==> src/rtl/uart_tx.sv <==
// UART transmitter: one word per valid/ready handshake, sent as start bit, data LSB first,
// optional parity bit and 1 or 2 stop bits, with a fixed clk divider setting the bit time.
module uart_tx #(
  parameter int UART_CLK_CNT = 434,
  parameter int data_width   = 8,
  parameter int PARITY_EN    = 0,
  parameter int PARITY_ODD   = 0,
  parameter int STOP_BITS    = 1
) (
  input  logic                  clk,
  input  logic                  rst,
  input  logic [data_width-1:0] tx_data,
  input  logic                  tx_valid,
  output logic                  tx_ready,
  output logic                  uart_tx_pin,
  output logic                  tx_busy,
  output logic                  tx_done
);

  localparam int CW = (UART_CLK_CNT > 1) ? $clog2(UART_CLK_CNT) : 1;
  localparam int BW = $clog2(data_width + 1);
  localparam logic [CW-1:0] CLK_LAST  = CW'(UART_CLK_CNT - 1);
  localparam logic [BW-1:0] DATA_LAST = BW'(data_width - 1);
  localparam logic [BW-1:0] STOP_LAST = BW'(STOP_BITS - 1);

  typedef enum logic [2:0] {IDLE, START, DATA, PARITY, STOP} state_t;

  state_t                state_reg, state_next;
  logic [CW-1:0]         clk_cnt_reg, clk_cnt_next;
  logic [BW-1:0]         bit_cnt_reg, bit_cnt_next;
  logic [data_width-1:0] shift_reg, shift_next;
  logic                  parity_reg, parity_next;
  logic                  pin_reg, pin_next;
  logic                  bit_end, last_stop, accept;

  assign bit_end     = (clk_cnt_reg == CLK_LAST);
  assign last_stop   = (state_reg == STOP) && bit_end && (bit_cnt_reg == STOP_LAST);
  assign tx_ready    = (state_reg == IDLE) || last_stop;
  assign accept      = tx_valid && tx_ready;
  assign tx_done     = last_stop;
  assign tx_busy     = (state_reg != IDLE);
  assign uart_tx_pin = pin_reg;

  always_comb begin
    state_next   = state_reg;
    clk_cnt_next = clk_cnt_reg;
    bit_cnt_next = bit_cnt_reg;
    shift_next   = shift_reg;
    parity_next  = parity_reg;

    if (state_reg != IDLE) begin
      clk_cnt_next = bit_end ? '0 : clk_cnt_reg + CW'(1);
    end

    case (state_reg)
      IDLE: ;
      START: begin
        if (bit_end) begin
          state_next   = DATA;
          bit_cnt_next = '0;
        end
      end
      DATA: begin
        if (bit_end) begin
          shift_next = shift_reg >> 1;
          if (bit_cnt_reg == DATA_LAST) begin
            bit_cnt_next = '0;
            state_next   = (PARITY_EN != 0) ? PARITY : STOP;
          end else begin
            bit_cnt_next = bit_cnt_reg + BW'(1);
          end
        end
      end
      PARITY: begin
        if (bit_end) state_next = STOP;
      end
      STOP: begin
        if (bit_end) begin
          if (bit_cnt_reg == STOP_LAST) state_next = IDLE;
          else bit_cnt_next = bit_cnt_reg + BW'(1);
        end
      end
      default: state_next = IDLE;
    endcase

    // An accept in the final stop cycle overrides the return to IDLE (back-to-back frames).
    if (accept) begin
      state_next   = START;
      clk_cnt_next = '0;
      bit_cnt_next = '0;
      shift_next   = tx_data;
      parity_next  = (^tx_data) ^ (PARITY_ODD != 0);
    end

    // The line is registered, so it is driven from the state being entered.
    case (state_next)
      START:   pin_next = 1'b0;
      DATA:    pin_next = shift_next[0];
      PARITY:  pin_next = parity_next;
      default: pin_next = 1'b1;
    endcase
  end

  always_ff @(posedge clk) begin
    if (rst) begin
      state_reg   <= IDLE;
      clk_cnt_reg <= '0;
      bit_cnt_reg <= '0;
      shift_reg   <= '0;
      parity_reg  <= 1'b0;
      pin_reg     <= 1'b1;
    end else begin
      state_reg   <= state_next;
      clk_cnt_reg <= clk_cnt_next;
      bit_cnt_reg <= bit_cnt_next;
      shift_reg   <= shift_next;
      parity_reg  <= parity_next;
      pin_reg     <= pin_next;
    end
  end

endmodule

==> config.mk <==
export PLATFORM = sky130hd
export DESIGN_NAME = uart_tx
export DESIGN_NICKNAME = d
export VERILOG_FILES = /design/src/rtl/uart_tx.sv
export SDC_FILE = /design/constraint.sdc
export NUM_CORES = 1
export LEC_CHECK = 0
export CAP_MARGIN = 20
export CORE_UTILIZATION = 50
export CTS_BUF_LIST = sky130_fd_sc_hd__clkbuf_16
export CTS_CLUSTER_SIZE = 10
export DETAILED_ROUTE_END_ITERATION = 7
export PLACE_DENSITY = 0.74
export SLEW_MARGIN = 20
export SYNTH_ARGS = -nofsm -noshare
export SYNTH_HDL_FRONTEND = slang
export SYNTH_SLANG_ARGS = --single-unit
==> constraint.sdc <==
create_clock -name clk -period 2.3 [get_ports clk]
set_input_delay 0.345 -clock clk [delete_from_list [all_inputs] [get_ports clk]]
set_output_delay 0.345 -clock clk [all_outputs]
set_load 0.005 [all_outputs]
Word-level counts from Yosys, hierarchy flattened
Cells that the tools add are included.
{ "totals": {"reg_bits": 26, "input_bits": 11, "word_cells": 56} }
{ "classes": {"addsub": 2, "mux": 20, "n_eq_ne": 13, "reduce_logical": 14} }
{ "ops": {"columns": ["op", "count"], "rows": [
  ["8-bit 2-to-1 mux", 3],
  ["3-bit 2-to-1 mux", 7],
  ["4-bit 2-to-1 mux", 5],
  ["3-bit one-hot mux with 5 select lines", 1],
  ["3-bit by 2-bit equality test with 1-bit output (second input constant)", 4],
  ["4-bit one-hot mux with 3 select lines", 1],
  ["9-bit by 1-bit adder with 9-bit output (second input constant)", 1],
  ["9-bit equality test (second input constant)", 1],
  ["9-bit 2-to-1 mux", 1],
  ["2-bit != test (second input constant)", 4],
  ["8-bit parity", 1],
  ["3-bit by 1-bit equality test with 1-bit output (second input constant)", 2],
  ["3-bit nonzero test", 2],
  ["5-bit AND reduction", 1],
  ["4-bit by 1-bit adder with 4-bit output (second input constant)", 1],
  ["4-bit by 3-bit equality test with 1-bit output (second input constant)", 1],
  ["4-bit logical NOT", 1],
  ["2-bit nonzero test", 2],
  ["3-bit equality test (second input constant)", 1],
  ["1-bit logical AND", 3],
  ["3-bit logical NOT", 1],
  ["1-bit one-hot mux with 3 select lines", 1],
  ["2-bit AND reduction", 1],
  ["2-bit OR reduction", 1],
  ["other kinds (2)", 2]
]} }

Depth between registers and ports, before layout
{ "depth": {"word_depth": 8, "mapped_depth": 8} }

Worst setup path before layout
No wires, ideal clock.
{ "synth_timing": {"path_type": "reg2reg", "start": "reg clk_cnt_reg[0]", "end": "reg pin_reg, in the netlist uart_tx_pin", "slack_ns": -0.045, "n_path_buf": 0, "arrival_ns": 2.230, "path_stages_with_launch": 7, "setup_time_ns": 0.116, "t_required_ns": 2.184, "period_less_slack_ns": 2.345, "path_cell_list": "dfxtp_1 > ha_1 > nand4b_4 > nor4_4 > mux2i_1 > or4b_1 > a31o_1"} }
{ "synth_between": {"elab_chain_len": 8, "word_cells_on_any_way": 19, "cone_classes": "eq/ne: 4; mux: 11; reduce/logical: 4"} }
{ "synth_rtl": {"columns": ["item", "line", "source"], "rows": [
  ["from (decl)", "29", "logic [CW-1:0] clk_cnt_reg, clk_cnt_next;"],
  ["from (signal assigned)", "114", "clk_cnt_reg <= clk_cnt_next;"],
  ["9-bit equality test *", "36", "assign bit_end = (clk_cnt_reg == CLK_LAST);"],
  ["parallel branches: the longest is 6 deep, another holds 3-bit one-hot mux with 5 select lines", null, null],
  ["1-bit one-hot mux with 3 select lines *", "96", "case (state_next)"],
  ["to (signal assigned)", "118", "pin_reg <= pin_next;"],
  ["to (decl)", "33", "logic pin_reg, pin_next;"]
]} }
Mark *: on every way between the ends. The select of a mux whose other input is x is not followed.
A chain may end at the register's enable or synchronous reset.

Worst setup path in the final report
{ "layout_timing": {"start": "reg bit_cnt_reg[1]", "end": "out tx_done"} }
{ "layout_between": {"elab_chain_len": 2} }
{ "layout_rtl": {"columns": ["item", "line", "source"], "rows": [
  ["from (decl)", "30", "logic [BW-1:0] bit_cnt_reg, bit_cnt_next;"],
  ["from (signal assigned)", "115", "bit_cnt_reg <= bit_cnt_next;"],
  ["4-bit logical NOT", "37", "assign last_stop = (state_reg == STOP) && bit_end && (bit_cnt_reg == STOP_LAST);"],
  ["1-bit logical AND", "37", null],
  ["to (decl)", "17", "output logic tx_done"]
]} }
Every way passes these cells.

==> metrics.md <==
| Metric | Value |
|---|---|
| DIE AREA | about 3200 µm² |
| Max Slew Vio Count | 0 |
| Syn Inst Count | around 160 |
| CTS tree | yes |
| Asr flop ratio synth | 0% |
| Final setup vio count | 0 |
| Vias in the first global route | approximately 1,300 |
| Clk_skew | 2.59 ps |
| Post-Synth Adder-Cell Area | 3.36% |
| Number of flip-flops in the largest register | 9 |
| Required time worst endpoint | about 2000 ps |
| Crit Path Category | register to output port |
| Filler cells | roughly 220 |
| Net count, final | 198 |
| Fin. Hold Viols | 0 |
| Cts hold-fix bufs | 0 |
| Fin crit share | a little over nine tenths |
| Commonest non-fill, non-tap cells in the layout | 26 x dfxtp_1, 24 x nor2_1, 12 x xnor2_1, 12 x clkdlybuf4s50_1, 10 x buf_4 |
| Port-buffer cells | 14 |
| # Max-Cap Violations | 0 |
| Hold Startpoint | shift_reg[7] |
| Mapped Avg Cell Area | between 9 and 10 µm² |
| R2R Path Start | bit_cnt_reg[1] |
| TritonRoute pass-1 iters | 4 |
| Chip width | 56.5 µm |
| H-tree Lvls | 1 |
| Worst setup path end | tx_done |
| Largest family of logic cells by synthesized area | simple AND/OR/NAND/NOR gates |
| Drt total wl | 3020 µm |
| Total CTS buffers | 3 |
| DP Area | 1710 µm² |
| Setup slack, reg-to-reg | 120 ps |
| Initial antenna violation count | 0 |
| Final instance area | approximately 1800 µm² |
| DR vias/cell | approximately 5.8 |
| CORE AREA | around 2800 µm² |
| Final TNS setup | 0 ps |
| DRC viols | 0 |
| Simple-Gate Fraction of Synth Area | a little over a quarter |
| RSZ-0062 raised after global routing | no |
| Starting Density | about 53% |
| Synthesized net count | 173 |
| Yosys reg bits | 26 |
| Worst slew margin | 49.4% |
| Outcome | finished, final reports clean |
| Layout Cells excl Fill | between 200 and 250 |
| Area Overhead vs Synth | 23.1% |
| Via Count | between 1,000 and 1,500 |
| Layout cells sized above 1 | between 10% and 20% |
| GRT overflow | 0 |
| F_max | around 0.45 GHz |
| Worst vdd rail ir drop | 456 µV |
| Row Count | 19 |
| DRT iter0 DRCs | 26 |
| Synth warn | 0 |
| Worst Setup SP | bit_cnt_reg[1] |
| Antenna Cells | 0 |
| CTS Root Buffer Type | clkbuf_16 |
| Die Y | approximately 57 µm |
| Seq/Total Area, Yosys | between 30% and 40% |
| Pre-CTS setup slack | roughly 45 ps |
| Max Fanout on Critical Path | 4 |
| Clock Sinks | 26 |
| Multi-input gate area | about 930 µm² |
| Seq. cell area | ~520 µm² |
| R2R cell count | 9 |
| Actual slew at the worst max-slew pin | 759 ps |
| Total leakage power | 0.655 nW |
| Hold Crit Class | register to register |
| Worst skew pair latency | ~260 ps |
| Portion of netlist area occupied by mux cells | 4.71% |
| Clock Pin Slew Worst Setup and Hold Paths | approximately 70 ps |
| Distinct cells, synth | 44 |
| Dpl hpwl | about 2200 µm |
| IO Pins | 15 |
| Pwr Total | 1.14 mW |
| Dpl cells | about 210 |
| Number of flops mapped to enable cells by yosys | 0 |
| Worst path arrival time | about 1900 ps |
| Power density over the cells | ~620 nW/µm² |
| Avg WL per Cell | between 10 and 15 µm |
| Largest net degree at the start of global routing | 17 |
| FF-to-FF End | shift_reg[5] |
| Setup ws final | a little over 70 ps |
| Post-Syn Area | between 1000 and 1500 µm² |
| Primary FF master, synth | dfxtp_1 |
| Crit end category | output port |
| Startpoint types | register |
| Compound-gate portion of the synthesized area | 18.8% |
| XOR/XNOR Fraction of Synth Area | 8.83% |
| Gr usage total | a little over a fifth |
| Gp weighted congestion | 0.888 |
| Detail Route Antenna Nets | 0 |
| Commonest non-fill, non-tap cell in the layout | dfxtp_1 |
| Final min period | between 2000 and 2500 ps |
| First-pass GRT wire length | about 5300 µm |
| CTS max path bufs | 2 |
layer usage:
| metal | GRT usage (%) | wire (µm) | share of wire [%] | vias up |
|---|---|---|---|---|
| met2 | 37.0 | 1490 | 49 | 24 |
| met3 | 4.15 | 124 | 4.1 | 5 |
| met4 | 6.62 | 36 | 1.2 | 0 |
| li1 | - | - | - | 620 |
| met5 | 0 | 0 | 0 | - |
| met1 | 25.0 | 1370 | 45 | 594 |
where the power goes:
group | total (mW) | switching (mW) | internal [mW]
Sequential | 0.481 | 0.0105 | 0.471
Combinational | 0.156 | 0.0790 | 0.0768
Clock | 0.507 | 0.161 | 0.346
what timing repair did:
action	CTS	global route
gates resized for setup	2	5
hold endpoints to repair	0	0
pin swaps	0	1
endpoints found under the setup margin	2	3
setup buffers	0	1
worst min-delay path by stage:
stage                          end  slack [ps]  depth (start not counted)
floorplan           bit_cnt_reg[3]         450                          2
CTS                 bit_cnt_reg[3]         510                          2
detailed placement  bit_cnt_reg[3]         500                          2
global route            parity_reg         530                          2
global placement      shift_reg[7]         480                          2
finish                shift_reg[7]         500                          2
synthesized netlist by cell type (3+ instances only):
| cell type | number | share of area [%] |
|---|---|---|
| dfxtp_1 | 26 | 35 |
| nor2_1 | 24 | 6.1 |
| xnor2_1 | 12 | 7.1 |
| a21oi_1 | 9 | 3.0 |
| a211oi_2 | 7 | 5.9 |
| mux2i_1 | 7 | 4.7 |
| inv_1 | 6 | 1.5 |
| nand2b_1 | 5 | 2.1 |
| ha_1 | 4 | 3.4 |
| a211oi_1 | 3 | 1.5 |
| o21ai_0 | 3 | 1.0 |
| o21ai_1 | 3 | 1.0 |
| o31ai_1 | 3 | 1.5 |
| or4_1 | 3 | 1.5 |
| xor2_1 | 3 | 1.8 |
cell type report:
type	count	share of cell area, %
Clock inverter	1	1.64
Clock buffer	3	4.10
Sequential cell	26	28.4
Multi-Input combinational cell	121	50.8
Inverter	7	1.43
Timing Repair Buffer	24	11.5
Tap cell	31	2.12
metrics by stage:
step | hold slack (ps) | utilization (%)
2_1_floorplan | 453 | -
3_3_place_gp | 478 | 61.6
3_5_place_dp | 496 | 61.6
4_1_cts | 505 | 65.3
5_1_grt | 534 | 65.9
6_report | 500 | 65.9
cells by family (layout without fill, tap and decap cells):
group | Yosys count | after routing
AO/OA/AOI/OAI | 36 | 36
multiplexers | 7 | 7
flip-flops | 26 | 26
buffers and inverters | 11 | 35
AND/OR/NAND/NOR | 59 | 59
XOR/XNOR | 15 | 15
adder cells (fa/ha/maj) | 4 | 4
worst max-delay path: stages, from the launching register on:
cell             delay [ps]
dfxtp_1                 330
inv_1                    60
ha_1                    120
or3b_1                  370
buf_4                   160
nor4_4                  330
clkdlybuf4s15_1         250
Note: power is estimated with default switching activity, not from simulation.
